### src/rtl/duty_clock_gen.sv
// Programmable-duty clock generator: period and high count are reloaded only
// at period boundaries so every generated period is internally consistent.
module duty_clock_gen #(
    parameter int W          = 8,
    parameter int DEF_PERIOD = 10,
    parameter int DEF_HIGH   = 4
) (
    input  logic         clk,
    input  logic         rst_n,
    input  logic         en,
    input  logic         cfg_load,
    input  logic [W-1:0] cfg_period,
    input  logic [W-1:0] cfg_high,
    output logic         clk_out,
    output logic         period_tick,
    output logic [W-1:0] phase,
    output logic         cfg_pending
);

    typedef enum logic {IDLE = 1'b0, RUN = 1'b1} state_t;

    state_t       state, state_nxt;
    logic [W-1:0] phase_nxt;
    logic [W-1:0] p_act, p_act_nxt, h_act, h_act_nxt;
    logic [W-1:0] pend_p, pend_h, pend_p_nxt, pend_h_nxt;
    logic         clk_out_nxt, tick_nxt, pend_nxt;
    logic         wrap, apply;

    function automatic logic [W-1:0] clamp_period(input logic [W-1:0] p);
        return (p < W'(2)) ? W'(2) : p;
    endfunction

    // Config may only switch at a wrap or while idle, never mid-period.
    assign wrap  = (state == RUN) && en && (phase == p_act - W'(1));
    assign apply = (state == IDLE) || wrap;

    always_comb begin
        state_nxt   = state;
        phase_nxt   = phase;
        clk_out_nxt = clk_out;
        tick_nxt    = period_tick;
        p_act_nxt   = p_act;
        h_act_nxt   = h_act;
        pend_nxt    = cfg_pending;
        pend_p_nxt  = pend_p;
        pend_h_nxt  = pend_h;

        if (apply && cfg_pending) begin
            p_act_nxt = clamp_period(pend_p);
            h_act_nxt = pend_h;
            pend_nxt  = 1'b0;
        end
        // A load on an apply edge stays pending for the following boundary.
        if (cfg_load) begin
            pend_p_nxt = cfg_period;
            pend_h_nxt = cfg_high;
            pend_nxt   = 1'b1;
        end

        case (state)
            IDLE: begin
                phase_nxt   = '0;
                clk_out_nxt = 1'b0;
                tick_nxt    = 1'b0;
                if (en) begin
                    state_nxt   = RUN;
                    clk_out_nxt = (h_act_nxt != '0);
                end
            end
            RUN: begin
                if (!en) begin
                    state_nxt   = IDLE;
                    phase_nxt   = '0;
                    clk_out_nxt = 1'b0;
                    tick_nxt    = 1'b0;
                end else begin
                    phase_nxt   = wrap ? '0 : phase + W'(1);
                    clk_out_nxt = (phase_nxt < h_act_nxt);
                    tick_nxt    = (phase_nxt == p_act_nxt - W'(1));
                end
            end
            default: state_nxt = IDLE;
        endcase
    end

    always_ff @(posedge clk or negedge rst_n) begin
        if (!rst_n) begin
            state       <= IDLE;
            phase       <= '0;
            clk_out     <= 1'b0;
            period_tick <= 1'b0;
            cfg_pending <= 1'b0;
            p_act       <= clamp_period(W'(DEF_PERIOD));
            h_act       <= W'(DEF_HIGH);
        end else begin
            state       <= state_nxt;
            phase       <= phase_nxt;
            clk_out     <= clk_out_nxt;
            period_tick <= tick_nxt;
            cfg_pending <= pend_nxt;
            p_act       <= p_act_nxt;
            h_act       <= h_act_nxt;
        end
    end

    // Pending payload is only meaningful while cfg_pending is set.
    always_ff @(posedge clk) begin
        pend_p <= pend_p_nxt;
        pend_h <= pend_h_nxt;
    end

endmodule
### config.mk
export PLATFORM = sky130hd
export DESIGN_NAME = duty_clock_gen
export DESIGN_NICKNAME = d
export VERILOG_FILES = /design/src/rtl/duty_clock_gen.sv
export SDC_FILE = /design/constraint.sdc
export NUM_CORES = 1
export LEC_CHECK = 0
export ABC_AREA = 1
export CAP_MARGIN = 0
export CORE_UTILIZATION = 30
export DETAILED_ROUTE_END_ITERATION = 8
export SYNTH_ARGS = -nofsm -noshare
export SYNTH_HDL_FRONTEND = slang
export SYNTH_SLANG_ARGS = --single-unit
### constraint.sdc
create_clock -name clk -period 7.7 [get_ports clk]
set_input_delay 2.31 -clock clk [delete_from_list [all_inputs] [get_ports clk]]
set_output_delay 2.31 -clock clk [all_outputs]
set_load 0.01 [all_outputs]
-- Word level (Yosys, flattened, before mapping)
Index checks and enable logic that the tools add are counted.
- shift operators: 0
- order comparisons: 2
- equality and inequality tests: 2
- divide/modulo/power cells: 0
- reduce and logical (&&, ||, !) cells: 6
- add/subtract/negate cells: 3
- multiply operators: 0
- bitwise operators: 1
- mux-type cells: 14
- operators with widths (operator ; count):
    8-bit 2-to-1 mux ; 5
    8-bit equality test ; 2
    8-bit case mux with 2 select lines ; 1
    8-bit by 1-bit subtractor with 8-bit output, second input constant ; 2
    8-bit by 1-bit adder with 8-bit output, second input constant ; 1
    8-bit by 2-bit < comparator with 1-bit output, second input constant ; 1
    8-bit < comparator ; 1
    8-bit nonzero test ; 1
    1-bit 2-to-1 mux ; 6
    1-bit case mux with 2 select lines ; 2
    1-bit logical AND ; 3
    2-bit nonzero test ; 1
    1-bit logical OR ; 1
    1-bit NOT ; 1
- memory bits (writable): 0
- logic and storage cells: 37
- memories: 0
- ROM bits: 0
- bits in latches: 0
- input bits: 20
- output and inout port bits: 11
- register bits: 44

-- Longest topological paths before layout
- word-level depth: 10
- mapped depth: 24
- gate-level depth less buffers: 24

-- Least setup slack after synthesis
OpenSTA, ideal clock, no wires.
- kind: in2reg
- start: in en
- end: reg clk_out
- setup slack: 3.322 ns
- data required time: 7.623 ns
- setup time: 0.077 ns
- arrival: 4.301 ns
- buffers on the path: 0
- stages: 19
- cell sequence: nand2_2 inv_2 nand3_2 nor2_2 nand3_1 nor2_2 nand3_4 nand2_4 nand2_8 clkinv_2 or2_2 o21a_1 inv_1 ha_1 a21oi_1 nor2_1 a211oi_1 nand2_1 a21oi_1
- longest elaborated chain between the ends: 8
- elaborated cells between the ends (all ways): 11
- classes of those cells: order compare (1); mux (5); reduce/logical (5)
- ends and longest elaborated chain (item ; RTL line ; text):
    start: declaration ; 10 ; input logic en,
    1-bit logical AND * (2 in series) ; 34 ; assign wrap = (state == RUN) && en && (phase == p_act - W'(1));
    1-bit logical OR * ; 35 ; assign apply = (state == IDLE) || wrap;
    1-bit logical AND * ; 48 ; if (apply && cfg_pending) begin
    8-bit 2-to-1 mux * ; 48 ;
    net h_act_nxt[5] ; 24 ; logic [W-1:0] p_act, p_act_nxt, h_act, h_act_nxt;
    8-bit < comparator or 8-bit nonzero test (tied branches) ; 78, 67 ;
    1-bit 2-to-1 mux (on tied branches) ; 71, 65 ;
    1-bit case mux with 2 select lines * ; 60 ; case (state)
    net clk_out_nxt ; 26 ; logic clk_out_nxt, tick_nxt, pend_nxt;
    end signal: assignment ; 98 ; clk_out <= clk_out_nxt;
    end: declaration ; 14 ; output logic clk_out,
Mark *: on every way through the listed nets, which the timed path passes. The rest lies on a longest branch.
A chain may end at the register's enable or synchronous reset.

-- Worst setup path after layout
Same ends and word-level chain as after synthesis.

==> reports/qor.txt <==
routed via count: 2197
Setup TNS Final: 0 ps
Design Area, Final: 3251 µm²
Tmin final: 4991 ps
Iter 0 DRT Violations: 115
Bufs and invs on worst path: 4
1st-pass router iterations: 5
Power per Cell Area: 175.2 nW/µm²
post-CTS setup buffers: 0
FP Rows: 34
pin count of the biggest net entering global routing: 29
number of synthesized flops with an enable pin: 16
Cells after Synth: 343
status: finished clean
area delta synth->final: 18.79%
Internal: 384.1 µW
mapped cell area: 2736 µm²
Sw Share: 32.55%
Final Hold Viols: 0
cell family with most CP delay: simple AND/OR/NAND/NOR gates
setup slack at placement: 2415 ps
drt drc: 0
top cells by count, synth: nand2_1, inv_1, nor2_1, nand3_1, dfrtp_1
Final ANT Viol Nets: 0
Final GP Congestion: 0.8934
GR Overflow Total: 0
arrival time worst endpoint: 5220 ps
number of port buffers: 30
Yosys reg bits: 44
most frequent cell after synthesis: nand2_1
DIE WIDTH: 97.51 µm
fin. max-slew vios: 0
Clk Latency, worst-skew pair: 300 ps
placed insts: 479
antenna cells: 0
Post-Route WL: 6066 µm
mean post-synth cell area: 7.978 µm²
max_cap viols: 0
CTS tree: done
crit path cell chain: clkdlybuf4s50_1 -> nand2_2 -> inv_2 -> nand3_2 -> nor2_2 -> nand3_1 -> nor2_2 -> nand3_4 -> nand2_4 -> nand2_8 -> clkinv_2 -> or2_2 -> o21a_1 -> inv_1 -> ha_1 -> a21oi_1 -> nor2_1 -> a211oi_1 -> nand2_1 -> a21oi_1
Clk pwr share: 26.8%
CTS root buffer: clkbuf_8
leading area contributor after synthesis: dfrtp_1
leakage: 0.001584 µW
Initial Util: 31.23%
total nets after synthesis: 373
Hold Buf Count CTS: 0
first-pass GRT wire length: 10120 µm
critical path data required time: 7930 ps
ys async rst share: 63.64%
layout cell share with drive strength beyond 1: 15.04%
Seq/Total Area, Yosys: 43.30%
M1 WL: 2929 µm
largest cells by area after synthesis: dfrtp_1, edfxtp_1, nand2_1
TritonCTS Sinks: 44
Net Sw Power: 185.3 µW
H-tree levels: 2
final worst slack: 2709 ps
Synth Flop Type: dfrtp_1
RSZ-0062 raised after global routing: false
Layout Nets: 408
post-CTS sizing: 0
Slew @ Worst Pin: 716.2 ps
Final period util: 64.82%
Post-Layout Cell Count: 487
startpoint types: primary input
final setup vio count: 0
DP Wirelength: 4918 µm
wire length per cell: 12.46 µm
Max FO, Critical Path: 18
uppermost layer routed: met4
DR vias/cell: 4.511
Met2 Routed Length: 2769 µm
Fmax: 0.2004 GHz
worst ir drop on vdd: 0.09780 mV
total power draw: 569.4 µW
full die area: 9507 µm²
Flop pwr share: 49.5%
clk slew on worst S/H paths: 100 ps
vias in the first global route: 2091
Logic pwr share: 23.7%
GRT Util Overall: 13.36%
CTS buffer count: 5
Crit path largest cell delay: 540 ps
placed cell area: 3156 µm²
Crit-path slowest cell: clkdlybuf4s50_1
initial antenna violation count: 0
total core area: 8763 µm²
Chip Height: 97.51 µm
Crit Path Class: primary input to register
HP Class: register to register
top cell type's share of synthesized area: 22.86%
met3 wire length: 237 µm
Synth Warn #: 0
Yosys cell types: 38
I/O Pins: 31
clk_skew: 11.90 ps
Critical Path End Type: register
buffer levels on the longest clock path: 2
headroom to the max-slew limit: 52.10%
[power groups by stage]
stage / Clock (µW) / Sequential (µW) / Combinational [µW]
finish: 153 / 282 / 135
global route: 169 / 284 / 154
floorplan: 0 / 280 / 101
global placement: 0 / 287 / 133
detailed placement: 0 / 287 / 135
CTS: 161 / 282 / 136
[cells by family after synthesis]
| family | after synthesis | share of synthesized area [%] |
|---|---|---|
| buf+inv | 61 | 8.870 |
| simple gates | 204 | 36.40 |
| compound gates | 14 | 3.658 |
| fa+ha+maj | 10 | 4.572 |
| xor+xnor | 10 | 3.201 |
| flops | 44 | 43.30 |
[sequential cells by signal (all words and copies together) (netlist names)]
signal,flops
h_act,8
p_act,8
pend_h,8
pend_p,8
phase,8
cfg_pending,1
clk_out,1
period_tick,1
state,1
[tightest hold or removal path, stage by stage (launching register included)]
cell and delay, ps:
edfxtp_1 340, nand2_1 60, nand2_2 70
[cell type report]
| cell class | count | area (µm²) |
|---|---|---|
| Sequential cell | 44 | 1185 |
| Fill cell | 926 | 5513 |
| Clock inverter | 3 | 26.28 |
| Clock buffer | 5 | 68.82 |
| Timing Repair Buffer | 31 | 307.8 |
| Multi-Input combinational cell | 238 | 1309 |
| Inverter | 58 | 219.0 |
| Tap cell | 108 | 135.1 |
[path summary, 6_finish.rpt]
kind / cells past startpoint / slack [ps] / to / startpoint
setup / recovery: 20 / 2710 / clk_out / en
setup reg to reg: 21 / 4390 / clk_out / p_act[0]
hold reg to reg: 2 / 500 / h_act[0] / pend_h[0]
max in group asynchronous: 2 / 5010 / p_act[1] / rst_n
min in group asynchronous: 2 / 2380 / period_tick / rst_n
hold / removal: 2 / 500 / h_act[0] / pend_h[0]
[cell usage in the layout (no fill, tap or decap), drive strengths merged, types with 3 or more instances in the layout]
cell type | synthesis | layout
nand2 | 110 | 110
inv | 57 | 59
nor2 | 44 | 44
nand3 | 34 | 34
clkdlybuf4s50 | 0 | 30
dfrtp | 25 | 25
edfxtp | 16 | 16
ha | 10 | 10
xor2 | 7 | 7
nand4 | 5 | 5
a21oi | 5 | 5
clkbuf | 0 | 5
or2 | 5 | 5
o21ai | 5 | 5
xnor2 | 3 | 3
dfstp | 3 | 3
[through the flow]
step | hold WS, ps | utilization (%)
2_1_floorplan | 451.9 | -
3_3_place_gp | 483.6 | 36.01
3_5_place_dp | 478.2 | 36.01
4_1_cts | 502.8 | 37.09
5_1_grt | 533.9 | 37.09
6_report | 497.6 | 37.09
[layer usage]
| layer | track usage (%) | up-vias |
|---|---|---|
| met4 | 5.090 | 0 |
| met2 | 21.14 | 41 |
| met3 | 2.662 | 13 |
| met1 | 17.96 | 1000 |
| li1 | - | 1143 |
| met5 | 0 | - |
Note: power is estimated with default switching activity, not from simulation.
